<file path="src/rtl/mtm_alu_deserializer.sv">
// Serial input stage of the mtm_Alu: reassembles B, A and CTL from 11-bit frames and
// reports a decoded operation or an error. Define MTM_ALU_DESER_CRC_EN to enable CRC checking.
module mtm_alu_deserializer #(
    parameter int TIMEOUT_CYCLES = 64
) (
    input  logic        clk,
    input  logic        rst,
    input  logic        sin,
    output logic [31:0] a,
    output logic [31:0] b,
    output logic [2:0]  op,
    output logic        op_valid,
    output logic [2:0]  err_flags,
    output logic        err_valid
);

    typedef enum logic [1:0] {IDLE, FLAG, DATA, STOP} state_t;

    localparam int TW = (TIMEOUT_CYCLES > 1) ? $clog2(TIMEOUT_CYCLES) : 1;
    localparam logic [TW-1:0] T_LAST = TW'((TIMEOUT_CYCLES > 0) ? TIMEOUT_CYCLES - 1 : 0);

    state_t        state, state_next;
    logic [2:0]    bit_cnt;
    logic          flag;
    logic [7:0]    payload;
    logic [63:0]   operands;
    logic [3:0]    frame_cnt;
    logic [TW-1:0] tcnt;

    logic frame_done, frame_abort, ctl_done, timeout_hit, clear, crc_ok, op_legal;

    assign frame_done  = (state == STOP) && sin;
    assign frame_abort = (state == STOP) && !sin;
    assign ctl_done    = frame_done && flag;
    assign timeout_hit = (TIMEOUT_CYCLES > 0) && (state == IDLE) && sin &&
                         (frame_cnt != 4'd0) && (tcnt == T_LAST);
    assign clear       = frame_abort || ctl_done || timeout_hit;
    assign op_legal    = !payload[5];   // legal opcodes 000/001/100/101 all have bit 1 clear

    always_ff @(posedge clk or posedge rst) begin
        if (rst) state <= IDLE;
        else     state <= state_next;
    end

    // NOTE: every variable assigned in always_comb gets a default first, so no latch is inferred.
    always_comb begin
        state_next = state;
        case (state)
            IDLE:    if (!sin) state_next = FLAG;
            FLAG:    state_next = DATA;
            DATA:    if (bit_cnt == 3'd7) state_next = STOP;
            STOP:    state_next = IDLE;
            default: state_next = IDLE;
        endcase
    end

`ifdef MTM_ALU_DESER_CRC_EN
    logic [3:0] crc;
    logic       crc_step, crc_bit;

    // CTL frames feed a constant 1 in place of CTL[7], then OP; the received CRC nibble is not fed.
    assign crc_step = (state == DATA) && (!flag || !bit_cnt[2]);
    assign crc_bit  = (flag && bit_cnt == 3'd0) ? 1'b1 : sin;
    assign crc_ok   = (crc == payload[3:0]);

    always_ff @(posedge clk or posedge rst) begin
        if (rst)           crc <= 4'd0;
        else if (clear)    crc <= 4'd0;
        else if (crc_step) crc <= {crc[2:0], 1'b0} ^ {2'b00, {2{crc[3] ^ crc_bit}}};
    end
`else
    assign crc_ok = 1'b1;
`endif

    // NOTE: sequential state uses non-blocking assignments so every register samples pre-edge values.
    always_ff @(posedge clk or posedge rst) begin
        if (rst) begin
            bit_cnt   <= 3'd0;
            flag      <= 1'b0;
            payload   <= 8'd0;
            operands  <= 64'd0;
            frame_cnt <= 4'd0;
            tcnt      <= '0;
            a         <= 32'd0;
            b         <= 32'd0;
            op        <= 3'd0;
            op_valid  <= 1'b0;
            err_valid <= 1'b0;
            err_flags <= 3'd0;
        end else begin
            op_valid  <= 1'b0;
            err_valid <= 1'b0;
            err_flags <= 3'd0;

            if (state == IDLE) begin
                if (!sin)                   tcnt <= '0;
                else if (frame_cnt != 4'd0) tcnt <= timeout_hit ? '0 : tcnt + 1'b1;
            end

            if (state == FLAG) flag <= sin;

            if (state == DATA) begin
                payload <= {payload[6:0], sin};
                bit_cnt <= bit_cnt + 3'd1;
            end

            if (frame_done && !flag) begin
                operands <= {operands[55:0], payload};
                if (frame_cnt != 4'd9) frame_cnt <= frame_cnt + 4'd1;
            end

            if (ctl_done) begin
                if (frame_cnt != 4'd8) begin
                    err_valid <= 1'b1;
                    err_flags <= 3'b100;
                end else if (!crc_ok) begin
                    err_valid <= 1'b1;
                    err_flags <= 3'b010;
                end else if (!op_legal) begin
                    err_valid <= 1'b1;
                    err_flags <= 3'b001;
                end else begin
                    op_valid <= 1'b1;
                    b        <= operands[63:32];
                    a        <= operands[31:0];
                    op       <= payload[6:4];
                end
            end

            if (clear) frame_cnt <= 4'd0;
        end
    end

endmodule
</file>
<file path="config.mk">
export PLATFORM = sky130hd
export DESIGN_NAME = mtm_alu_deserializer
export DESIGN_NICKNAME = d
export VERILOG_FILES = /design/src/rtl/mtm_alu_deserializer.sv
export SDC_FILE = /design/constraint.sdc
export NUM_CORES = 1
export LEC_CHECK = 0
export ABC_AREA = 1
export BUFFER_PORTS_ARGS = -buffer_cell sky130_fd_sc_hd__buf_2
export CAP_MARGIN = 0
export CORE_MARGIN = 2
export CORE_UTILIZATION = 40
export DETAILED_ROUTE_END_ITERATION = 6
export MAX_ROUTING_LAYER = met4
export PLACE_DENSITY_LB_ADDON = 0.15
export SLEW_MARGIN = 20
export SYNTH_ARGS = -nofsm -noshare
export SYNTH_HDL_FRONTEND = slang
export SYNTH_SLANG_ARGS = --single-unit
</file>
<file path="constraint.sdc">
create_clock -name clk -period 5.4 [get_ports clk]
set_input_delay 1.08 -clock clk [delete_from_list [all_inputs] [get_ports clk]]
set_output_delay 1.08 -clock clk [all_outputs]
set_load 0.1 [all_outputs]
</file>
== Yosys cells after proc, flatten, opt, wreduce, memory -nomap -nowiden ==
Index checks and enable logic that the tools add are counted.
Operators by class
  add/subtract/negate cells: 3
  eq/ne operators: 10
  multiplexer cells: 18
  bitwise gates (word level): 2
  reductions and logical operators: 19
Operators by type and width (count)
  $mux 6: 3
  $mux 4: 3
  $ne 4x4->1 const B: 2
  $pmux 2 s4: 1
  $logic_and 1x1->1: 7
  $mux 1: 7
  $add 6x1->6 const B: 1
  $eq 6x6->1 const B: 1
  $mux 3: 2
  $reduce_and 2->1: 3
  $add 4x1->4 const B: 1
  $eq 2x2->1 const B: 2
  $mux 2: 2
  $ne 2x2->1 const B: 2
  $reduce_bool 2->1: 2
  $reduce_bool 4->1: 1
  $add 3x1->3 const B: 1
  $eq 3x3->1 const B: 1
  $reduce_and 3->1: 1
  $eq 2x1->1 const B: 1
  $logic_not 1->1: 2
  $logic_not 2->1: 1
  $logic_or 1x1->1: 2
  $ne 2x1->1 const B: 1
  $not 1->1: 2
Word-level totals
  flip-flop bits (word level): 159
  input port bits: 3
  output and inout port bits: 72
  word-level logic and storage cells: 65

== Depth between registers and ports, before layout ==
Gate-level depths: netlist of the first run.
  depth in word-level cells: 7
  depth in mapped cells: 9
  gate-level depth less buffers: 9

== Worst setup path after synthesis of the first run ==
OpenSTA, ideal clock, no wires.
  path type: register -> output
  start: reg a[0]
  end: out a[0]
  arrival time: 0.898 ns
  required time: 4.320 ns
  slack: 3.422 ns
  cell stages (with the launch flop): 1
  buffers on the path: 0
  path through: dfrtp_1
RTL lines
  start, declared: RTL line 9  | output logic [31:0] a,
  start signal, assigned: RTL line 125  | a <= operands[31:0];
No word-level cell between the ends.

== Worst setup path after layout of the first run ==
  start: in sin
  end: reg a[26]
On the way
  word-level cells in the longest chain between the ends: 3
Ends and longest elaborated chain
  start, declared: RTL line 8  | input logic sin,
  $logic_and 1x1->1: RTL line 32  | assign frame_done = (state == STOP) && sin;
  $logic_and 1x1->1: RTL line 34  | assign ctl_done = frame_done && flag;
  $reduce_and 3->1 (no source line)
Every way passes these cells.
A chain may end at the register's enable or synchronous reset.

==> impl_results.md, run 1 <==
- PD cells: around 460 nW/um2
- Width of the die: around 130 um
- Share of the synthesized area in the top cell type: 0.631
- Final period utilization: 0.459
- Cell area after synthesis: about 6300 um2
- Total gr overflow: 0
- Post-CTS sizing: 0
- CP Data Required Time: roughly 5.7 ns
- Critical path class: in -> reg
- Setup crit start kind: input port
- Worst Hold Endpoint: bit_cnt[0]
- WP data arrival: between 2 and 3 ns
- Slew HR: 0.455
- Max-capacitance violation count: 0
- Mapped Avg Cell Area: 9.76 um2
- Crit-path cells: buf_2, nand2_2, nor2_4, nand2_4, buf_4, nand2_1, o21ai_1
- Area Overhead vs Synth: 16.0%
- Final hold violations: 0
- Slew @ Worst Pin: 0.818 ns
- Nets: roughly 700
- CTS tree: built
- Wire length per cell: 12.9 um
- Initial antenna violation count: 0
- Initial Util: 0.411
- First-pass GRT wire length: 20.7 mm
- Final core utilization: 0.477
- Status: complete, no violations
- Routed vias/inst: 4.60
- Ant diodes: 0
- # H-tree levels: 4
- Die ar.: 16700 um2
- Worst r2r path cells: 8
- Fmax: a little over 400 MHz
- Largest delay share family, worst path: simple AND/OR/NAND/NOR gates
- DRT Pass-1 Iters: 4
- # fillers: 1420
- Post-CTS Setup Bufs: 0
- Vias: ~4300
- FF+latch count, synth: 158
- # IOs: 75
- Area leader, netlist: dfrtp_1
- Register Area: 3950 um2
- Hold Path Class: reg -> reg
- Clk slew on worst S/H paths: 0.06 ns
- Pre-CTS WS: between 2 and 2.5 ns
- Wl on met1: 5.80 mm
- Yosys cell types: 27
- Core outline area: roughly 15000 um2
- Top Metal Used: met4
- Total power: 3.36 mW
- Hold_ws: 0.469 ns
- Setup slack, reg-to-reg: 2.96 ns
- DIE HEIGHT: ~130 um
- Largest cells by area after synthesis: dfrtp_1, nand2_1, o21ai_0
- WL met3: 483 um
- Post-Syn Instances: between 600 and 700
- All-Layer GR Usage: 0.163
- Cts hold-fix bufs: 0
- Post-DP HPWL: 7.87 mm
- Worst hold start: bit_cnt[0]
- Capturing point of the worst reg2reg path: a[26]
- Worst Skew: 0.00675 ns
- Worst path slowest cell: buf_4
- LEAKAGE: 3.68 nW
- Row count: 45
- Reg2reg start: frame_cnt[0]
- Share of cells above drive strength 1: 0.169
- Depth of the worst hold-timing path: 1
- Max VDD drop: about 0.24 mV
- Tmin final: approximately 2.5 ns
- Final antenna-violating net count: 0
- Min setup slack post-route: around 2.9 ns
- Commonest non-fill, non-tap cell in the layout: nand2_1
- Final setup viols: 0
- RSZ-0062 raised after global routing: no
- Iter 0 DRT Violations: roughly 310
- CP max stage delay: 0.65 ns
- Most frequent cells in the layout: nand2_1, dfrtp_1, inv_1, o21ai_0, buf_2
- CP Capture Type: flip-flop
- Vias in the first global route: 4203
- DRT Wirelength: 12.0 mm
- YS warnings: 0
- Clock sink count: 158
- DRC Markers: 0
- Met2 wire length: between 5 and 6 mm
- Register area share after synthesis: 0.631
- Number of port buffers: 72
- Clock Latency Late Sink: roughly 0.42 ns
- Area of the multi-input gates: roughly 1800 um2
- Pin count of the biggest net entering global routing: 129
- Placer Congestion: roughly 0.8
- Setup TNS Final: 0 ns
- CTS buffer count: 17
- Crit Path Max Fanout: 71
- Buf/Inv on CP: 2
- Root Buffer: clkbuf_16
- Max Slew Vio Count: 0
- CTS max path bufs: 2
==> report_power, final <==
part	switching, mW	leakage (nW)	total, mW	internal (mW)
clock network	0.446	0.274	1.15	0.699
registers	0.162	2.11	1.62	1.46
logic	0.418	1.30	0.600	0.182
==> routing by layer <==
metal | vias to the layer above | GRT usage
met5 | - | -
met4 | 0 | 0.0588
met3 | 13 | 0.0458
met2 | 77 | 0.238
met1 | 2042 | 0.220
li1 | 2139 | -
==> metrics by stage <==
| step | instance area [um2] | cells |
|---|---|---|
| after floorplan | 6270 | 643 |
| after global placement | 6710 | 898 |
| after detailed placement | 6710 | 898 |
| after CTS | 7270 | 929 |
| after global routing | 7270 | 929 |
| final | 7270 | 929 |
==> kinds of logic after synthesis <==
| kind of cell | count (synthesis) | share of synthesized area |
|---|---|---|
| and+or+nand+nor | 203 | 0.129 |
| DFF | 158 | 0.631 |
| AOI/OAI and AO/OA | 147 | 0.124 |
| buffers and inverters | 118 | 0.0877 |
| adders and majority gates | 11 | 0.0220 |
| xor gates and xnor gates | 4 | 0.00559 |
| other | 1 | 0.000598 |
==> registers in the layout, indices dropped and copies added, names as in the netlist <==
| name | count |
|---|---|
| a | 32 |
| b | 32 |
| bit_cnt | 3 |
| err_flags | 2 |
| err_valid | 1 |
| flag | 1 |
| frame_cnt | 4 |
| op | 2 |
| op_valid | 1 |
| operands | 64 |
| payload | 8 |
| state | 2 |
| tcnt | 6 |
==> area by class of cell <==
type / instances / area share
clock inverters: 7 / 0.0120
multi-input cells: 367 / 0.244
clock buffers: 24 / 0.0649
inverters: 86 / 0.0451
well taps: 211 / 0.0363
flip-flops and latches: 158 / 0.544
repair buffers: 76 / 0.0542
==> synthesized netlist by cell type (all sizes together) <==
cell    number
conb         1
o31ai        1
o21ai      143
nand4        2
inv         86
nand3        8
nor2        12
buf         26
ha          11
a21oi        3
xor2         4
dfrtp      158
nor3         1
clkbuf       6
nand2      180
==> worst max path at each step <==
stage               from     to  slack (ns)  cells past startpoint
floorplan            rst   a[0]        0.06                      1
global placement     sin   b[1]        2.55                      6
detailed placement   sin  a[26]        2.48                      7
CTS                  sin  a[26]        2.91                      7
global route         sin  a[21]        2.75                      7
finish               sin  a[26]        2.92                      7
==> worst reg2reg max path, stage by stage (launching register included) <==
cell and delay (ns):
dfrtp_1 0.42, inv_1 0.09, ha_1 0.22, nand3_2 0.13
nor2_4 0.05, nand2_4 0.49, buf_4 0.69, nand2_1 0.14
o21ai_1 0.12
No activity file was read; power rests on OpenSTA's default activity.
==> run 2, diff against run 1 <==
- ABC_AREA: 1 -> 0
- clock period: 5.4 -> 2.5 ns (I/O delays scaled with it)
==> run 2 against run 1 <==
Sequential cell count stayed put. Combinational power up 78%. Setup slack got worse by 2.3 ns. Non-clock buffer count up 1. Register-to-register slack got worse by 2.4 ns. Routed wire length down 15%. Sequential power is 110% higher. Global-route usage down 2.3 points. Design area rose by 0.81%. Clock power rose by 120%. Synthesized area shrank 1.7%. Critical path type is now reg -> reg. Highest routed layer unchanged.
==> impl_results.md, run 2 <==
- CP Data Required Time: 2.80 ns (was 5.73 ns)
- All-Layer GR Usage: 0.141 (was 0.163)
- # fillers: 1340 (was 1420)
- Post-DP HPWL: 6.35 mm (was 7.87 mm)
- Clock Latency Late Sink: 0.42 ns (about the same)
- Wire length per cell: 15.1 um (was 12.9 um)
- Fmax: 520 MHz
- Reg2reg start: frame_cnt[0] (unchanged)
- Register area share after synthesis: 0.642 (was 0.631)
- Post-CTS Setup Bufs: 0 (unchanged)
- Slew @ Worst Pin: 0.919 ns (was 0.818 ns)
- Most common cell in the netlist: dfrtp_1 (was nand2_1)
- Setup TNS Final: 0 ns (unchanged)
- Mapped Avg Cell Area: 15.6 um2 (was 9.76 um2)
- Vias: 3326 (was 4271)
- Vias in the first global route: 3424 (was 4203)
- DIE HEIGHT: 128 um (was 129 um)
- Post-synth EDFFs: 0 (unchanged)
- Share of the synthesized area in the top cell type: 0.642 (was 0.631)
- Setup slack, reg-to-reg: 0.58 ns (was 2.96 ns)
- Share of cells above drive strength 1: 0.461 (was 0.169)
- Register Area: 3950 um2 (unchanged)
- Top_reg_cell synth: dfrtp_1 (unchanged)
- Slew HR: 0.387 (was 0.455)
- Final setup viols: 0 (unchanged)
- CTS buffer count: 17 (unchanged)
- Min setup slack post-route: 0.575 ns (was 2.92 ns)
- Status: complete, no violations (unchanged)
- Routed vias/inst: 4.92 (was 4.60)
- Nets: 489 (was 720)
- Clock sink count: 158 (unchanged)
- Pin count of the biggest net entering global routing: 159 (was 129)
- Initial antenna violation count: 0 (unchanged)
- WP data arrival: 2.22 ns (was 2.81 ns)
- FF+latch count, synth: 158 (unchanged)
- Cts hold-fix bufs: 0 (unchanged)
- CP Capture Type: flip-flop (unchanged)
- Area Overhead vs Synth: 19.0% (was 16.0%)
- CTS tree: built (unchanged)
- Ant diodes: 0 (unchanged)
- Largest registers: operands x64, a x32, b x32 (unchanged)
- Number of flip-flops in the largest register: 64 (unchanged)
- DRT Wirelength: 10.2 mm (was 12.0 mm)
- Hold Path Class: in -> async (was reg -> reg)
- Cell area after synthesis: 6160 um2 (was 6270 um2)
- Post-Syn Instances: 395 (was 642)
- Capturing point of the worst reg2reg path: a[9] (was a[26])
- DRC Markers: 0 (unchanged)
- Most frequent cells in the layout: dfrtp_1, mux2_2, buf_2, mux2_1, clkbuf_16 (was nand2_1, dfrtp_1, inv_1, o21ai_0, buf_2)
- Setup crit start kind: flip-flop (was input port)
- Number of port buffers: 72 (unchanged)
- PD cells: 956 nW/um2 (was 463 nW/um2)
- Commonest non-fill, non-tap cell in the layout: dfrtp_1 (was nand2_1)
- Yosys cell types: 34 (was 27)
- Worst Skew: 0.00589 ns (was 0.00675 ns)
- Commonest cells in the netlist: dfrtp_1, mux2_2, mux2_1 (was nand2_1, dfrtp_1, inv_1)
- YS warnings: 0 (unchanged)
- Root Buffer: clkbuf_16 (unchanged)
- Final Cell Area: 7330 um2 (was 7270 um2)
- Final period utilization: 0.770
- First-pass GRT wire length: 17.4 mm (was 20.7 mm)
- Largest cells by area after synthesis: dfrtp_1, mux2_2, mux2_1 (was dfrtp_1, nand2_1, o21ai_0)
- Area of the multi-input gates: 2070 um2 (was 1770 um2)
- Worst r2r path cells: 6 (was 8)
- CTS max path bufs: 2 (unchanged)
- Post-CTS sizing: 0 (unchanged)
- Max-capacitance violation count: 0 (unchanged)
- Placer Congestion: 0.731 (was 0.801)
- Max Slew Vio Count: 0 (unchanged)
- Hold_ws: 0.234 ns (was 0.469 ns)
- Iter 0 DRT Violations: 210 (was 308)
- # IOs: 75 (unchanged)
- RSZ-0062 raised after global routing: no (unchanged)
- Post-synth ARST share: 1.00 (unchanged)
- Crit Path Max Fanout: 58 (was 71)
- LEAKAGE: 3.87 nW (was 3.68 nW)
- Area leader, netlist: dfrtp_1 (unchanged)
- Width of the die: 128 um (was 129 um)
- # H-tree levels: 4 (unchanged)
- CP startpoint: frame_cnt[0] (was sin)
- DRT Pass-1 Iters: 4 (unchanged)
- Row count: 45 (unchanged)
- Initial Util: 0.407 (was 0.411)
- Final hold violations: 0 (unchanged)
- Total gr overflow: 0 (unchanged)
- Die ar.: 16400 um2 (was 16700 um2)
- Clk slew on worst S/H paths: 0.06 ns (about the same)
- Tmin final: ~1.9 ns
- Final antenna-violating net count: 0 (unchanged)
- Core outline area: 15100 um2 (was 15300 um2)
- Post-DP Area: 6740 um2 (was 6710 um2)
- Max VDD drop: 0.505 mV (was 0.240 mV)
- Pre-CTS WS: 0.563 ns (was 2.48 ns)
- Top reg by flops: operands (unchanged)
- Critical path class: reg -> reg (was in -> reg)
run 2: cell types whose count changed after synthesis, sizes merged, moves of 4 or more:
cell / previous run / this run
clkbuf: 6 / 1
o21ai: 143 / 11
nand3: 8 / 4
nand2: 180 / 9
nor2: 12 / 8
buf: 26 / 16
inv: 86 / 9
mux2: 0 / 139
run 2: metal layers:
layer / track usage / wire length [um] / part of all wire
met5: - / 0 / 0
met4: 0.0504 / 127 / 0.012
met3: 0.0509 / 562 / 0.055
met2: 0.202 / 4520 / 0.44
met1: 0.185 / 4970 / 0.49
run 2: area by class of cell:
type	count	area share
timing repair buffer	77	0.0594
clock buffer	19	0.0618
sequential	158	0.539
inverter	9	0.00512
multi-input combinational	212	0.283
tap	188	0.0321
clock inverter	13	0.0193
run 2: worst max-delay path: stages, from the launching register on:
cell and delay, ns:
dfrtp_1 0.42, inv_1 0.11, ha_1 0.21, nand3b_4 0.11, nor3_4 0.23, buf_12 0.33
mux2_2 0.38
run 2: report_power, final:
group / total, mW / internal [mW] / switching (mW)
clock: 2.53 / 1.52 / 1.00
combinational: 1.07 / 0.580 / 0.488
sequential: 3.41 / 3.04 / 0.367
total: 7.01 / 5.15 / 1.86
run 2: cells by family after synthesis:
| logic type | count (synthesis) | synth area share |
|---|---|---|
| adders and majority gates | 11 | 0.0223 |
| buffers and inverters | 26 | 0.0234 |
| muxes | 140 | 0.256 |
| xor gates and xnor gates | 4 | 0.00569 |
| other | 1 | 0.000609 |
| DFF | 158 | 0.642 |
| and+or+nand+nor | 34 | 0.0305 |
| AOI/OAI and AO/OA | 21 | 0.0201 |
run 2: metrics by stage:
| step | utilization | instances | power (mW) |
|---|---|---|---|
| floorplan | - | 396 | 4.25 |
| global placement | 0.445 | 644 | 4.49 |
| detailed placement | 0.445 | 644 | 4.55 |
| CTS | 0.484 | 676 | 7.12 |
| global route | 0.484 | 676 | 7.42 |
| finish | 0.484 | 676 | 7.01 |
run 2: worst max-delay path by stage:
stage                         endpoint  slack, ns
after detailed placement  frame_cnt[2]       0.56
after global routing           tcnt[5]       0.43
after CTS                        a[26]       0.56
after floorplan                   a[0]    -0.0009
after global placement    frame_cnt[2]       0.61
final                             a[9]       0.58
